**config.mk**
```make
export PLATFORM = sky130hd
export DESIGN_NAME = addsub_rr_scheduler
export DESIGN_NICKNAME = d
export VERILOG_FILES = /design/src/rtl/addsub_sched_pkg.sv /design/src/rtl/adder_subtractor.sv /design/src/rtl/rr_arbiter.sv /design/src/rtl/addsub_rr_scheduler.sv
export SDC_FILE = /design/constraint.sdc
export NUM_CORES = 1
export LEC_CHECK = 0
export ABC_CLOCK_PERIOD_IN_PS = 3200
export BUFFER_PORTS_ARGS = -buffer_cell sky130_fd_sc_hd__buf_2
export CAP_MARGIN = 40
export CORE_MARGIN = 4
export CORE_UTILIZATION = 35
export DETAILED_ROUTE_END_ITERATION = 10
export PLACE_DENSITY = 0.58
export SYNTH_ARGS = -nofsm -noshare
export SYNTH_HDL_FRONTEND = slang
export SYNTH_HIERARCHICAL = 1
export SYNTH_SLANG_ARGS = --single-unit
```
**constraint.sdc**
```tcl
create_clock -name clk_i -period 3.2 [get_ports clk_i]
set_input_delay 0.32 -clock clk_i [delete_from_list [all_inputs] [get_ports clk_i]]
set_output_delay 0.32 -clock clk_i [all_outputs]
set_load 0.02 [all_outputs]
```
**src/rtl/addsub_sched_pkg.sv**
```systemverilog
// Shared types and default widths for the round-robin add/sub scheduler.
package addsub_sched_pkg;

    typedef enum logic [1:0] {IDLE, EXEC, RESP} sched_state_e;

    localparam int unsigned DEF_N       = 4;
    localparam int unsigned DEF_NUM_REQ = 4;

endpackage

```
**src/rtl/adder_subtractor.sv**
```systemverilog
// N-bit adder/subtractor: sum = a + (b ^ {N{sub}}) + sub, modulo 2^N.
// Optional signed-overflow output under ADDSUB_SCHED_OVF_EN.
module adder_subtractor
    import addsub_sched_pkg::*;
#(
    parameter int N = DEF_N
) (
    input  logic [N-1:0] a,
    input  logic [N-1:0] b,
    input  logic         sub,
    output logic [N-1:0] sum,
    output logic         cout
`ifdef ADDSUB_SCHED_OVF_EN
    ,
    output logic         ovf
`endif
);

    logic [N-1:0] b_eff;
    logic [N:0]   full;

    assign b_eff = b ^ {N{sub}};
    assign full  = {1'b0, a} + {1'b0, b_eff} + {{N{1'b0}}, sub};
    assign sum   = full[N-1:0];
    assign cout  = full[N];

`ifdef ADDSUB_SCHED_OVF_EN
    // Carry into the MSB comes from adding the lower N-1 bits alone.
    logic [N-1:0] low;

    assign low = {1'b0, a[N-2:0]} + {1'b0, b_eff[N-2:0]} + {{(N-1){1'b0}}, sub};
    assign ovf = low[N-1] ^ full[N];
`endif

endmodule

```
**src/rtl/rr_arbiter.sv**
```systemverilog
// Combinational round-robin arbiter: first asserted request at or above ptr,
// wrapping around to index 0.
module rr_arbiter
    import addsub_sched_pkg::*;
#(
    parameter int NUM_REQ = DEF_NUM_REQ,
    localparam int ID_W   = $clog2(NUM_REQ)
) (
    input  logic [NUM_REQ-1:0] req,
    input  logic [ID_W-1:0]    ptr,
    output logic [NUM_REQ-1:0] grant,
    output logic [ID_W-1:0]    grant_idx,
    output logic               any_grant
);

    // Scan from ptr upward with wrap; the first hit wins.
    always_comb begin
        int unsigned idx;
        logic [ID_W-1:0] idx_w;
        grant     = '0;
        grant_idx = '0;
        any_grant = 1'b0;
        idx       = 0;
        idx_w     = '0;
        for (int unsigned i = 0; i < NUM_REQ; i++) begin
            idx   = (32'(ptr) + i) % NUM_REQ;
            idx_w = ID_W'(idx);
            if (!any_grant && req[idx_w]) begin
                grant[idx_w] = 1'b1;
                grant_idx    = idx_w;
                any_grant    = 1'b1;
            end
        end
    end

endmodule

```
**src/rtl/addsub_rr_scheduler.sv**
```systemverilog
// Round-robin scheduler sharing one adder_subtractor among NUM_REQ requesters.
// Optional feature macro: ADDSUB_SCHED_OVF_EN adds registered rsp_ovf_o.
module addsub_rr_scheduler
    import addsub_sched_pkg::*;
#(
    parameter int N       = DEF_N,
    parameter int NUM_REQ = DEF_NUM_REQ,
    localparam int ID_W   = $clog2(NUM_REQ)
) (
    input  logic                 clk_i,
    input  logic                 rst_ni,
    input  logic [NUM_REQ-1:0]   req_valid_i,
    output logic [NUM_REQ-1:0]   req_ready_o,
    input  logic [NUM_REQ*N-1:0] req_a_i,
    input  logic [NUM_REQ*N-1:0] req_b_i,
    input  logic [NUM_REQ-1:0]   req_sub_i,
    output logic                 rsp_valid_o,
    input  logic                 rsp_ready_i,
    output logic [N-1:0]         rsp_data_o,
    output logic                 rsp_cout_o,
    output logic [ID_W-1:0]      rsp_id_o
`ifdef ADDSUB_SCHED_OVF_EN
    ,
    output logic                 rsp_ovf_o
`endif
);

    sched_state_e state, state_nxt;

    logic [ID_W-1:0]    rr_ptr;
    logic [N-1:0]       a_q, b_q;
    logic               sub_q;
    logic [ID_W-1:0]    id_q;

    logic [NUM_REQ-1:0] grant;
    logic [ID_W-1:0]    grant_idx;
    logic               any_grant;
    logic               accept;

    logic [N-1:0]       sel_a, sel_b;
    logic               sel_sub;

    logic [N-1:0]       sum;
    logic               cout;
`ifdef ADDSUB_SCHED_OVF_EN
    logic               ovf;
`endif

    rr_arbiter #(
        .NUM_REQ (NUM_REQ)
    ) u_arb (
        .req       (req_valid_i),
        .ptr       (rr_ptr),
        .grant     (grant),
        .grant_idx (grant_idx),
        .any_grant (any_grant)
    );

    adder_subtractor #(
        .N (N)
    ) u_addsub (
        .a    (a_q),
        .b    (b_q),
        .sub  (sub_q),
        .sum  (sum),
        .cout (cout)
`ifdef ADDSUB_SCHED_OVF_EN
        ,
        .ovf  (ovf)
`endif
    );

    // Ready is gated by rst_ni so it reads 0 while reset is asserted, even
    // with requesters valid.
    assign req_ready_o = (state == IDLE && rst_ni) ? grant : '0;
    assign accept      = (state == IDLE) && any_grant;

    // Operand mux for the winning requester.
    always_comb begin
        sel_a   = '0;
        sel_b   = '0;
        sel_sub = 1'b0;
        for (int unsigned k = 0; k < NUM_REQ; k++) begin
            if (grant[k]) begin
                sel_a   = req_a_i[k*N +: N];
                sel_b   = req_b_i[k*N +: N];
                sel_sub = req_sub_i[k];
            end
        end
    end

    // State register.
    always_ff @(posedge clk_i or negedge rst_ni) begin
        if (!rst_ni) begin
            state <= IDLE;
        end else begin
            state <= state_nxt;
        end
    end

    // Next-state logic.
    always_comb begin
        state_nxt = state;
        unique case (state)
            IDLE: if (accept)      state_nxt = EXEC;
            EXEC:                  state_nxt = RESP;
            RESP: if (rsp_ready_i) state_nxt = IDLE;
            default:               state_nxt = IDLE;
        endcase
    end

    // Operand capture, pointer advance and result registration.
    always_ff @(posedge clk_i or negedge rst_ni) begin
        if (!rst_ni) begin
            rr_ptr      <= '0;
            a_q         <= '0;
            b_q         <= '0;
            sub_q       <= 1'b0;
            id_q        <= '0;
            rsp_valid_o <= 1'b0;
            rsp_data_o  <= '0;
            rsp_cout_o  <= 1'b0;
            rsp_id_o    <= '0;
`ifdef ADDSUB_SCHED_OVF_EN
            rsp_ovf_o   <= 1'b0;
`endif
        end else begin
            unique case (state)
                IDLE: begin
                    if (accept) begin
                        a_q   <= sel_a;
                        b_q   <= sel_b;
                        sub_q <= sel_sub;
                        id_q  <= grant_idx;
                        rr_ptr <= (grant_idx == ID_W'(NUM_REQ - 1)) ? '0
                                                                     : grant_idx + 1'b1;
                    end
                end
                EXEC: begin
                    rsp_data_o  <= sum;
                    rsp_cout_o  <= cout;
                    rsp_id_o    <= id_q;
                    rsp_valid_o <= 1'b1;
`ifdef ADDSUB_SCHED_OVF_EN
                    rsp_ovf_o   <= ovf;
`endif
                end
                RESP: begin
                    if (rsp_ready_i) begin
                        rsp_valid_o <= 1'b0;
                    end
                end
                default: ;
            endcase
        end
    end

endmodule

```
# After elaboration in Yosys (flattened, before gate mapping)
# Cells that the tools add are included.
[totals] regBits=23 inputBits=43 out_inout_bits=12 word_cells=97
[classes] n_addsub=6 order_cmp=8 n_eq_ne=5 muxes=47 bitwise=4 n_reduce_logical=17
[ops] op="4-bit two-way mux" count=13
[ops] op="1-bit two-way mux" count=17
[ops] op="2-bit two-way mux" count=7
[ops] op="2-bit by 3-bit < comparator with 1-bit output (second input constant)" count=4
[ops] op="4-bit bitwise OR" count=3
[ops] op="1-bit logical AND" count=9
[ops] op="1-bit binary-select mux with 2-bit select" count=4
[ops] op="1-bit demux with 2-bit select" count=4
[ops] op="2-bit by 1-bit greater-or-equal comparator with 1-bit output (second input constant)" count=4
[ops] op="2-bit case mux with 3 select lines" count=1
[ops] op="2-bit AND reduction" count=3
[ops] op="4-bit by 4-bit adder with 5-bit output" count=1
[ops] op="5-bit by 1-bit adder with 5-bit output" count=1
[ops] op="2-bit by 1-bit adder with 2-bit output (second input constant)" count=2
[ops] op="2-bit adder (second input constant)" count=2
[ops] op="2-bit equality test (second input constant)" count=2
[ops] op="2-bit inequality test (second input constant)" count=2
[ops] op="4-bit XOR" count=1
[ops] op="1-bit zero test" count=3
[ops] op="2-bit by 1-bit equality test with 1-bit output (second input constant)" count=1
[ops] op="2-bit zero test" count=1
[ops] op="1-bit case mux with 2 select lines" count=1
[ops] op="2-bit nonzero test" count=1

# Depth between registers and ports, before layout
[depth] depth_word=16 mapped_depth=13

# Hierarchy
# The synthesis kept the hierarchy.
[by_module_without_submodules] module="addsub_rr_scheduler" n_inst=1 cells_each=121 area_each_um2=1296.2
[by_module_without_submodules] module="rr_arbiter" n_inst=1 cells_each=45 area_each_um2=419.2
[by_module_without_submodules] module="adder_subtractor" n_inst=1 cells_each=20 area_each_um2=180.2

# Worst setup path after synthesis
# Ideal clock, no wire load.
[synth_timing] path_kind="register -> output" startpoint="reg rr_ptr[0]" endpoint="out req_ready_o[1]" arrival_time_ps=2574 required_time_ps=2880 setup_slack_ps=306 stages_incl_launch_ff=11 n_path_buf=3 cell_sequence="dfrtp_1 buf_6 inv_1 ha_1 mux4_2 buf_6 and2b_2 a22oi_1 o21ai_0 buf_6 and3_1"
[synth_via] elab_chain_len=13 word_cells_on_any_way=48
[synth_lines] element="start: declaration" line_no="addsub_rr_scheduler.sv:30" text="logic [ID_W-1:0] rr_ptr;"
[synth_lines] element="start signal: assignment" line_no="addsub_rr_scheduler.sv:135" text="rr_ptr <= (grant_idx == ID_W'(NUM_REQ - 1)) ? '0"
[synth_lines] element="parallel branches: the longest is 11 deep, another holds 2-bit by 3-bit < comparator with 1-bit output"
[synth_lines] element="4-bit two-way mux *" line_no="rr_arbiter.sv:28" text="if (!any_grant && req[idx_w]) begin"
[synth_lines] element="net grant[1]" line_no="addsub_rr_scheduler.sv:35" text="logic [NUM_REQ-1:0] grant;"
[synth_lines] element="4-bit two-way mux *" line_no="addsub_rr_scheduler.sv:75" text="assign req_ready_o = (state == IDLE && rst_ni) ? grant : '0;"
[synth_lines] element="end: declaration" line_no="addsub_rr_scheduler.sv:13" text="output logic [NUM_REQ-1:0] req_ready_o,"
# Mark *: on every way through the listed nets, which the timed path passes. The select of a mux whose other input is x is not followed.

# Worst setup path after layout
[layout_timing] startpoint="reg rr_ptr[1]" endpoint="out req_ready_o[0]"
# The elaborated chain is that of the path after synthesis.

==> impl_metrics.py <==
metrics = {
    "global_routing": {
        "overflow": 0,
        "first_global_vias": 1445,
        "grt_first_pass_wirelength_um": 7003,
        "grt_start_max_net_pins": 28,
        "grt_util_all_layers_pct": 13.37,
        "initial_antenna_violation_count": 0,
    },
    "yosys": {
        "synth_top_family_by_area": "compound AO/OA/AOI/OAI gates",
        "postSynthNetCount": 239,
        "synthesis.area_per_instance_um2": 10.19,
        "synth_top_cell_area_share_pct": 30.36,
        "synth_top_cells_by_area": "sky130_fd_sc_hd__dfrtp_1 30%, sky130_fd_sc_hd__a221oi_2 7.1%, sky130_fd_sc_hd__ha_1 5.9%",
        "synth_warn": 6,
        "synth-compound-area-share_pct": 21.98,
        "synth_mux_area_share_pct": 14.19,
        "ys_seq_elements": 23,
        "synth_adder_area_share_pct": 6.997,
        "synth_enable_flop_cells": 0,
        "dominant_cell_by_count_in_the_synthesized_netlist": "sky130_fd_sc_hd__dfrtp_1",
        "yosys.cell_types.count": 43,
        "synth_top_flop_cell": "sky130_fd_sc_hd__dfrtp_1",
        "seq_area_frac_synth_pct": 30.36,
        "synth_top_area_cell": "sky130_fd_sc_hd__dfrtp_1",
        "async_flop_share_pct": 100.0,
        "netlist_area_mm2": 0.001896,
        "simple_gate_area_share_of_the_yosys_netlist_pct": 16.24,
        "synth_commonest_cells": "23 x sky130_fd_sc_hd__dfrtp_1, 20 x sky130_fd_sc_hd__nand2_1, 15 x sky130_fd_sc_hd__inv_1",
        "syn-instance-count": 186,
        "share_of_the_synthesized_netlist_area_taken_by_xor_and_xnor_gates_pct": 2.310,
    },
    "drt": {
        "drtPass1Iterations": 4,
        "detail-route-antenna-nets": 0,
        "detailedRoute.firstIterationViolations": 107,
        "post-route-drc-count": 0,
        "vias": 1604,
        "vias_per_cell": 5.191,
        "routed_wirelength_um": 4443,
        "wl_per_cell_um": 14.38,
    },
    "status": {
        "run_status": "finished, final reports clean",
    },
    "worst_setup_path": {
        "critical_path_peak_fanout": 10,
        "setup.worst_path.class": "reg2out",
        "worst_ep_required_time_ps": 2880,
        "critical_path.startpoint_type": "flop",
        "worst_setup_path_startpoint": "rr_ptr[1]",
        "end_kind": "output pin",
        "reg2regPathDepth": 10,
        "worst_r2r_startpoint": "rr_ptr[1]",
        "arrival_ps": 2630,
    },
    "sta": {
        "endpoints_failing_setup": 0,
        "slew_violations": 0,
        "max_slew_margin_pct": 56.24,
        "fmax_mhz": 338.6,
        "setup_total_negative_slack_ps": 0,
        "tightest_slew_ps": 655.1,
        "final.min_clock_period_ps": 2954,
        "clock_skew_ps": 2.026,
        "final-hold-violation-count": 0,
        "rsz_0062_raised_after_global_routing": "no",
        "layout_worst_path_cycle_share_pct": 92.30,
    },
    "floorplanning": {
        "fp.dieArea_mm2": 0.006657,
        "floorplan.die.width_um": 81.59,
        "area_of_the_placeable_core_mm2": 0.005172,
        "dieHeight_um": 81.59,
        "row_count": 26,
        "floorplan.initialDensity_pct": 36.65,
        "ports": 55,
    },
    "final_layout": {
        "layout.filler_cells": 524,
        "finalNetCount": 293,
        "fin_cells": 309,
        "final_layout_size_suffix_gt1_share_pct": 38.08,
        "syn2layout_area_growth_pct": 19.54,
        "insertedDiodeCount": 0,
    },
    "pwr": {
        "irDropWorstVdd_mv": 0.4206,
        "power.static_leakage_uw": 0.001040,
        "cellPowerDensity_mw_per_mm2": 1313,
    },
    "worst_hold_path": {
        "hold_path.class": "in2async",
    },
    "clocking": {
        "cts_tree": "yes",
        "cts-htree-levels": 1,
        "clk_transition_reported_paths_ps": 80,
        "cts.root.buffer_cell": "sky130_fd_sc_hd__clkbuf_8",
        "tritoncts.num_buffers": 3,
        "clock_tree_buf_depth": 2,
        "worstSkewPairLatency_ps": 260,
        "post_cts_hold_buffer_count": 0,
        "cts_sinks": 23,
    },
    "place": {
        "hpwlAfterDp_um": 3483,
        "gpl.final_weighted_congestion": 0.8559,
        "numPlacedInstances": 305,
        "buffer_ports.inserted": 54,
    },
    "run": {
        "maxCapViolCount": 0,
    },
}
[cell families after synthesis]
group / after synthesis
compound gates: 51
xor+xnor: 5
fa+ha+maj: 10
buf+inv: 27
flops: 23
mux: 19
simple gates: 51
[layer usage]
metal / share of wire, % / track usage (%)
met5: 0 / 0
met4: 0.34 / 1.495
met3: 6.3 / 3.070
met2: 45 / 19.54
met1: 49 / 20.49
[stage by stage]
stage,hold WS (ps),setup slack [ps],util (%),area [um^2],power (uW)
detailed placement,350.1,306.0,42.91,2220,2796
global route,83.58,78.24,43.81,2266,3256
floorplan,24.41,305.9,-,1896,2393
finish,47.51,246.3,43.81,2266,2976
CTS,60.45,141.9,43.78,2265,2987
global placement,349.3,319.9,42.62,2205,2752
[cell type report]
type / instances / area, um^2 / area share [%]
multi-input cells: 136 / 1170 / 51.63
repair buffers: 61 / 330.3 / 14.58
well taps: 70 / 87.58 / 3.865
flip-flops and latches: 23 / 576.8 / 25.46
clock buffers: 4 / 45.04 / 1.988
inverters: 15 / 56.30 / 2.485
[sequential cells by signal (all words and copies together) (netlist names)]
| register | count |
|---|---|
| rsp_cout_o | 1 |
| rr_ptr | 2 |
| a_q | 4 |
| rsp_id_o | 2 |
| rsp_valid_o | 1 |
| sub_q | 1 |
| state | 2 |
| b_q | 4 |
| id_q | 2 |
| rsp_data_o | 4 |
[worst max-delay path, stage by stage (launching register included)]
cell and delay [ps]:
sky130_fd_sc_hd__dfrtp_2 450, sky130_fd_sc_hd__inv_1 110, sky130_fd_sc_hd__ha_1 360, sky130_fd_sc_hd__mux4_2 440, sky130_fd_sc_hd__nor4b_4 410, sky130_fd_sc_hd__a22oi_1 120, sky130_fd_sc_hd__o21ai_0 120, sky130_fd_sc_hd__and3_1 200
sky130_fd_sc_hd__buf_2 170
[where the power goes]
part           internal (uW)  switching, uW  leakage [uW]
clock                   88.7           88.3     0.0000228
combinational           1050           1160      0.000748
sequential               458            134      0.000269
[path summary, 6_finish.rpt]
check / endpoint / slack [ps]
worst max-delay path: req_ready_o[0] / 250
worst min-delay path: state[1] / 50
worst max register to register: a_q[0] / 330
worst min register to register: rsp_data_o[3] / 480
max in group asynchronous: rr_ptr[1] / 2750
min in group clk_i: a_q[3] / 370
[repair_timing]
item | CTS | global route
endpoints found under the hold margin | 0 | 0
gates resized for setup | 0 | 1
setup buffers | 0 | 0
setup endpoints to repair | 0 | 4
[cells in the final DEF (no fill, tap or decap), drive strengths merged]
cell type  Yosys  layout
nor2b          1       1
nor3           1       1
a31oi          1       1
a22oi          8       8
nor4           1       1
mux2          14      14
and2b          1       1
o21ai          5       5
and3           4       4
nor2           4       4
o311ai         1       1
ha             9       9
o31ai          1       1
a21oi         14      14
nor3b          3       3
xor2           5       5
fa             1       1
a221oi         9       9
mux4           4       4
o211ai         1       1
dfrtp         23      23
nand2         20      20
or4            1       1
a32o           1       1
mux2i          1       1
o22a           9       9
nand3b         9       9
or2            1       1
clkbuf         2       4
nor4b          2       2
o21bai         1       1
buf           10      61
nand2b         1       1
nand4          2       2
inv           15      15
Power figures use the tool's default switching activity.
